## config.mk

```make
export PLATFORM = sky130hd
export DESIGN_NAME = uart_rx_ctrl
export DESIGN_NICKNAME = d
export VERILOG_FILES = /design/src/rtl/uart_rx_pkg.sv /design/src/rtl/uart_rx_fifo.sv /design/src/rtl/uart_rx_ctrl.sv
export SDC_FILE = /design/constraint.sdc
export NUM_CORES = 1
export LEC_CHECK = 0
export CAP_MARGIN = 30
export CORE_MARGIN = 1.5
export CORE_UTILIZATION = 45
export CTS_BUF_LIST = sky130_fd_sc_hd__clkbuf_16
export CTS_CLUSTER_SIZE = 14
export DETAILED_ROUTE_END_ITERATION = 8
export GPL_ROUTABILITY_DRIVEN = 0
export PLACE_DENSITY = 0.65
export RECOVER_POWER = 50
export REMOVE_ABC_BUFFERS = 1
export SLEW_MARGIN = 10
export SYNTH_ARGS = -nofsm -noshare
export SYNTH_HDL_FRONTEND = slang
export SYNTH_SLANG_ARGS = --single-unit
```

## constraint.sdc

```tcl
create_clock -name clk_i -period 7.6 [get_ports clk_i]
set_input_delay 1.52 -clock clk_i [delete_from_list [all_inputs] [get_ports clk_i]]
set_output_delay 1.52 -clock clk_i [all_outputs]
set_load 0.01 [all_outputs]
```

## src/rtl/uart_rx_pkg.sv

```systemverilog
// Shared types and constants for the UART receive controller.
package uart_rx_pkg;

   typedef enum logic [1:0] {
      DISABLED = 2'd0,
      ACTIVE   = 2'd1,
      FLUSH    = 2'd2
   } rx_ctrl_state_e;

   localparam int ERR_CNT_W = 8;

endpackage

```

## src/rtl/uart_rx_fifo.sv

```systemverilog
// Synchronous FIFO for received bytes. The head is read combinationally.
// Flush empties the FIFO and overrides push and pop in the same cycle.
module uart_rx_fifo #(
   parameter int DEPTH = 8,
   parameter int WIDTH = 8
) (
   input  logic                     clk,
   input  logic                     rst,
   input  logic                     flush,
   input  logic                     push,
   input  logic [WIDTH-1:0]         din,
   input  logic                     pop,
   output logic [WIDTH-1:0]         dout,
   output logic                     full,
   output logic                     empty,
   output logic [$clog2(DEPTH):0]   level
);

   localparam int AW = $clog2(DEPTH);

   logic [WIDTH-1:0] mem [DEPTH];
   logic [AW-1:0]    wr_ptr, rd_ptr;
   logic [AW:0]      cnt;
   logic             do_push, do_pop;

   assign full    = (cnt == (AW+1)'(DEPTH));
   assign empty   = (cnt == '0);
   assign level   = cnt;
   assign dout    = mem[rd_ptr];
   // Guard against misuse: never write past a full FIFO or read an empty one.
   assign do_push = push && !flush && (!full || pop);
   assign do_pop  = pop && !flush && !empty;

   // Storage array. It is not reset because occupancy tracks which entries are valid.
   always_ff @(posedge clk) begin
      if (do_push) mem[wr_ptr] <= din;
   end

   // Pointer and occupancy update. DEPTH is a power of two, so the pointers wrap naturally.
   always_ff @(posedge clk or posedge rst) begin
      if (rst) begin
         wr_ptr <= '0;
         rd_ptr <= '0;
         cnt    <= '0;
      end else if (flush) begin
         wr_ptr <= '0;
         rd_ptr <= '0;
         cnt    <= '0;
      end else begin
         if (do_push) wr_ptr <= wr_ptr + 1'b1;
         if (do_pop)  rd_ptr <= rd_ptr + 1'b1;
         case ({do_push, do_pop})
            2'b10:   cnt <= cnt + 1'b1;
            2'b01:   cnt <= cnt - 1'b1;
            default: cnt <= cnt;
         endcase
      end
   end

endmodule

```

## src/rtl/uart_rx_ctrl.sv

```systemverilog
// Controller for the uart_rx receiver. It contains the sampling divider, the CRC-mode
// latch, the receive FIFO, error and timeout tracking, and interrupt aggregation.
module uart_rx_ctrl import uart_rx_pkg::*; #(
   parameter int DIV_W      = 16,
   parameter int FIFO_DEPTH = 8,
   parameter int TO_TRIGS   = 160
) (
   input  logic                          clk_i,
   input  logic                          rst_i,
   input  logic                          cfg_en_i,
   input  logic [DIV_W-1:0]              cfg_div_i,
   input  logic                          cfg_crc_en_i,
   input  logic                          clear_i,
   output logic                          trigger_o,
   output logic                          crc_en_o,
   input  logic [7:0]                    rx_data_i,
   input  logic                          rx_int_i,
   input  logic                          err_int_i,
   output logic                          m_valid_o,
   output logic [7:0]                    m_data_o,
   input  logic                          m_ready_i,
   output logic [$clog2(FIFO_DEPTH):0]   level_o,
   output logic                          overflow_o,
   output logic [ERR_CNT_W-1:0]          err_cnt_o,
   output logic                          irq_o
);

   localparam int LW = $clog2(FIFO_DEPTH) + 1;
   localparam int TW = $clog2(TO_TRIGS + 1);

   rx_ctrl_state_e       state, state_n;
   logic [DIV_W-1:0]     div_cnt, div_max;
   logic                 trig_q, crc_q, ovf_q, to_flag, irq_q;
   logic [ERR_CNT_W-1:0] err_q;
   logic [TW-1:0]        to_cnt;
   logic [LW-1:0]        level;
   logic                 active, do_clear, run, push, pop, full, empty;

   assign active    = (state == ACTIVE);
   // A clear takes effect at once: in the clear_i cycle itself, and again during FLUSH.
   assign do_clear  = clear_i || (state == FLUSH);
   // The divider runs only while the FSM stays ACTIVE. This stops a stale pulse from
   // leaking into the first cycle after leaving ACTIVE.
   assign run       = active && (state_n == ACTIVE);
   assign div_max   = (cfg_div_i == '0) ? DIV_W'(1) : cfg_div_i;
   assign pop       = m_valid_o && m_ready_i;
   assign push      = active && rx_int_i && !clear_i && (!full || pop);

   assign trigger_o  = trig_q;
   assign crc_en_o   = crc_q;
   assign m_valid_o  = !empty;
   assign level_o    = level;
   assign overflow_o = ovf_q;
   assign err_cnt_o  = err_q;
   assign irq_o      = irq_q;

   // State register.
   always_ff @(posedge clk_i or posedge rst_i) begin
      if (rst_i) state <= DISABLED;
      else       state <= state_n;
   end

   // Next-state logic. In ACTIVE, clear wins over disable so a clear request is never lost.
   always_comb begin
      state_n = state;
      unique case (state)
         DISABLED: if (!clear_i && cfg_en_i) state_n = ACTIVE;
         ACTIVE: begin
            if (clear_i)        state_n = FLUSH;
            else if (!cfg_en_i) state_n = DISABLED;
         end
         FLUSH:    state_n = cfg_en_i ? ACTIVE : DISABLED;
         default:  state_n = DISABLED;
      endcase
   end

   // Sampling divider. It wraps silently if the period shrinks below the current count.
   always_ff @(posedge clk_i or posedge rst_i) begin
      if (rst_i) begin
         div_cnt <= '0;
         trig_q  <= 1'b0;
      end else if (!run) begin
         div_cnt <= '0;
         trig_q  <= 1'b0;
      end else if (div_cnt == div_max - 1'b1) begin
         div_cnt <= '0;
         trig_q  <= 1'b1;
      end else if (div_cnt >= div_max) begin
         div_cnt <= '0;
         trig_q  <= 1'b0;
      end else begin
         div_cnt <= div_cnt + 1'b1;
         trig_q  <= 1'b0;
      end
   end

   // CRC mode tracks the request only while disabled, so it stays frozen for a whole session.
   always_ff @(posedge clk_i or posedge rst_i) begin
      if (rst_i)                 crc_q <= 1'b0;
      else if (state == DISABLED) crc_q <= cfg_crc_en_i;
   end

   // Sticky overflow flag and saturating error counter.
   always_ff @(posedge clk_i or posedge rst_i) begin
      if (rst_i) begin
         ovf_q <= 1'b0;
         err_q <= '0;
      end else if (do_clear) begin
         ovf_q <= 1'b0;
         err_q <= '0;
      end else begin
         if (active && rx_int_i && full && !pop) ovf_q <= 1'b1;
         if (active && err_int_i && (err_q != '1)) err_q <= err_q + 1'b1;
      end
   end

   // Receive-idle timeout. It counts triggers while bytes sit unread and no new byte arrives.
   always_ff @(posedge clk_i or posedge rst_i) begin
      if (rst_i) begin
         to_cnt  <= '0;
         to_flag <= 1'b0;
      end else if (do_clear || empty || push) begin
         to_cnt <= '0;
         if (do_clear || empty) to_flag <= 1'b0;
      end else if (trig_q && (to_cnt != TW'(TO_TRIGS))) begin
         to_cnt <= to_cnt + 1'b1;
         if (to_cnt == TW'(TO_TRIGS - 1)) to_flag <= 1'b1;
      end
   end

   // Registered interrupt built from the already-registered status.
   always_ff @(posedge clk_i or posedge rst_i) begin
      if (rst_i) irq_q <= 1'b0;
      else       irq_q <= (level >= LW'(FIFO_DEPTH / 2)) | to_flag | ovf_q | (err_q != '0);
   end

   uart_rx_fifo #(
      .DEPTH (FIFO_DEPTH),
      .WIDTH (8)
   ) u_fifo (
      .clk   (clk_i),
      .rst   (rst_i),
      .flush (do_clear),
      .push  (push),
      .din   (rx_data_i),
      .pop   (pop),
      .dout  (m_data_o),
      .full  (full),
      .empty (empty),
      .level (level)
   );

endmodule

```

==> impl_metrics.sql <==
INSERT INTO impl_metrics (metric_group, metric, value, unit) VALUES
('run_status', 'run_status', 'complete, but fails checks', ''),
('run_status', 'violations', 'max-capacitance violations, max-slew violations', ''),
('power_and_ir_drop', 'total_switching_power', '0.336', 'mW'),
('timing', 'worst_slew_margin_rel', '-0.0467', ''),
('power_and_ir_drop', 'vdd_ir_drop_max', '0.000156', 'V'),
('timing', 'fmax', '189', 'MHz'),
('logic_synthesis', 'synth_fa_ha_area_frac', '0.0590', ''),
('logic_synthesis', 'yosys_most_used_dff', 'sky130_fd_sc_hd__edfxtp_1', ''),
('die', 'initial_core_util', '0.462', ''),
('critical_path', 'cp_slowest_stage_delay', '0.68', 'ns'),
('logic_synthesis', 'ys_top_cells_by_count', '64 x sky130_fd_sc_hd__edfxtp_1, 57 x sky130_fd_sc_hd__nor2_1, 49 x sky130_fd_sc_hd__dfrtp_1', ''),
('cts', 'ctsHtreeMaxLevel', '4', ''),
('die', 'top_level_ports', '57', ''),
('logic_synthesis', 'synth-simple-area-share', '0.154', ''),
('route', 'routed_via_density', '5.37', ''),
('power_and_ir_drop', 'internal_power', '1.22', 'mW'),
('critical_path', 'crit_type', 'primary input to flop', ''),
('cts', 'cts.hold.buffers_added', '0', ''),
('logic_synthesis', 'syn_inst', '490', ''),
('finish', 'fin_cells', '736', ''),
('timing', 'fin_setup_tns', '0', 'ns'),
('route', 'firstDrtPassIters', '4', ''),
('finish', 'area_delta_synth_final', '22.9', '%'),
('timing', 'fin_ws', '2.31', 'ns'),
('route', 'total_wirelength', '11900', 'um'),
('cts', 'postCtsResizedCells', '0', ''),
('finish', 'num-nets-final', '611', ''),
('cts', 'clock_sink_count', '113', ''),
('timing', 'timing.final.crit_share', '0.696', ''),
('die', 'core_area', '12700', 'um2'),
('logic_synthesis', 'syn_avg_cell_area', '11.9', 'um2'),
('power_and_ir_drop', 'cellLeakagePower', '2.72', 'nW'),
('finish', 'antennaDiodeCount', '0', ''),
('timing', 'period_minus_slack', '5.29', 'ns'),
('logic_synthesis', 'synth_seq_cells', '113', ''),
('critical_path', 'worstSetupStartpointType', 'primary input', ''),
('cts', 'cts.clk_slew.worst_paths', '0.05', 'ns'),
('logic_synthesis', 'ys_warn_count', '0', ''),
('power_and_ir_drop', 'switching_share', '0.216', ''),
('cts', 'ctsLongestPathBuffers', '2', ''),
('route', 'dr_vias', '3954', ''),
('logic_synthesis', 'postSynth.asyncResetShare', '0.434', ''),
('logic_synthesis', 'synth_mux_area_frac', '0.0858', ''),
('hold_path', 'min-delay-path-class', 'flop to flop', ''),
('timing', 'setup_violations', '0', ''),
('placed_design', 'detailedPlace.worstSlack', '1.94', 'ns'),
('critical_path', 'critical_path_arrival', '5.54', 'ns'),
('grt', 'antenna_found_initial', '0', ''),
('finish', 'post_route_cells_drive_above_1_share', '0.117', ''),
('route', 'detailedRoute.firstIterationViolations', '318', ''),
('route', 'remaining_drc_errors', '0', ''),
('logic_synthesis', 'yosysSeqAreaShare', '0.538', ''),
('grt', 'grt_max_degree', '30', ''),
('critical_path', 'critPathMaxFanout', '16', ''),
('placed_design', 'dp_cells', '705', ''),
('critical_path', 'worstSetupEndpointType', 'flop', ''),
('power_and_ir_drop', 'power-per-cell-area', '216', 'nW/um2'),
('power_and_ir_drop', 'power.clock.fraction', '0.508', ''),
('timing', 'timing_hold_violations_final', '0', ''),
('critical_path', 'cp_slowest_cell', 'sky130_fd_sc_hd__o311ai_4', ''),
('route', 'ant_nets', '0', ''),
('power_and_ir_drop', 'sequentialPowerShare', '0.426', ''),
('logic_synthesis', 'synth.most_common_cell', 'sky130_fd_sc_hd__edfxtp_1', ''),
('critical_path', 'cpMostUsedCell', 'sky130_fd_sc_hd__or4_1', ''),
('job', 'timing.max_cap.violations', '1', ''),
('logic_synthesis', 'synth-compound-area-share', '0.0627', ''),
('critical_path', 'critPathBufInv', '1', ''),
('timing', 'timing.final.max_slew_violations', '30', ''),
('logic_synthesis', 'synthDistinctLibCells', '60', ''),
('die', 'die-height', '117', 'um'),
('cts', 'setup_buffers_after_cts', '0', '');
-- layer usage --
layer / vias to the layer above / global-route usage / wire length [um]
met2: 84 / 0.320 / 6020
met1: 1956 / 0.251 / 5340
met3: 12 / 0.0350 / 431
met4: 0 / 0.0578 / 119
li1: 1902 / - / -
met5: - / 0 / 0
-- per-stage QoR --
step | total power, mW | area [um2] | utilization | hold WS (ns)
2_1_floorplan | 0.725 | 5780 | - | 0.464
3_3_place_gp | 0.773 | 6570 | 0.518 | 0.493
3_5_place_dp | 0.780 | 6620 | 0.522 | 0.498
4_1_cts | 1.57 | 7210 | 0.569 | 0.516
5_1_grt | 1.61 | 7190 | 0.567 | 0.544
6_report | 1.55 | 7190 | 0.567 | 0.511
-- flip-flops by register name, indices dropped and copies added (netlist names) --
signal,count
u_fifo.mem,64
div_cnt,16
err_cnt_o,8
to_cnt,8
u_fifo.level,4
u_fifo.rd_ptr,3
u_fifo.wr_ptr,3
state,2
crc_en_o,1
irq_o,1
overflow_o,1
to_flag,1
trigger_o,1
-- logic make-up (layout without fill, tap and decap cells) --
logic type	count (synthesis)	in the layout
AND/OR/NAND/NOR	175	175
flip-flops	113	113
AO/OA/AOI/OAI	53	53
buffers and inverters	47	121
XOR/XNOR	46	46
multiplexers	29	29
adder cells (fa/ha/maj)	27	27
-- path summary, 6_finish.rpt --
| kind | slack [ns] | endpoint | startpoint | depth (start not counted) |
|---|---|---|---|---|
| max | 2.31 | div_cnt[2] | cfg_div_i[5] | 12 |
| min | 0.51 | crc_en_o | crc_en_o | 1 |
| max reg2reg | 4.01 | u_fifo.level[3] | u_fifo.level[0] | 10 |
| min reg2reg | 0.51 | crc_en_o | crc_en_o | 1 |
| max in group asynchronous | 3.97 | u_fifo.level[3] | rst_i | 3 |
| min in group asynchronous | 1.71 | err_cnt_o[2] | rst_i | 2 |
-- area by class of cell --
| type | instances | area, um2 |
|---|---|---|
| clock buffers | 17 | 425 |
| clock inverters | 14 | 166 |
| fillers | 1059 | 5480 |
| inverters | 30 | 113 |
| multi-input cells | 330 | 2520 |
| flip-flops and latches | 113 | 3150 |
| well taps | 172 | 215 |
| repair buffers | 60 | 607 |
-- power by group through the flow --
stage	Sequential, mW	Combinational (mW)	Clock, mW
5_1_grt	0.662	0.115	0.829
3_3_place_gp	0.675	0.0985	0
4_1_cts	0.661	0.107	0.802
6_report	0.661	0.104	0.788
2_1_floorplan	0.674	0.0509	0
3_5_place_dp	0.673	0.107	0
-- cells in the final DEF (no fill, tap or decap), drive strengths merged, types with 7 or more instances in the layout --
master	n
edfxtp	64
nor2	58
dfrtp	49
clkdlybuf4s50	44
nand2	33
inv	32
xor2	26
ha	26
xnor2	20
clkbuf	18
nand3	16
mux4	16
o21ai	14
dlygate4sd3	12
mux2	9
a21oi	9
nand2b	8
nor3	8
nor2b	7
or4	7
(Power assumes the default switching activity.)
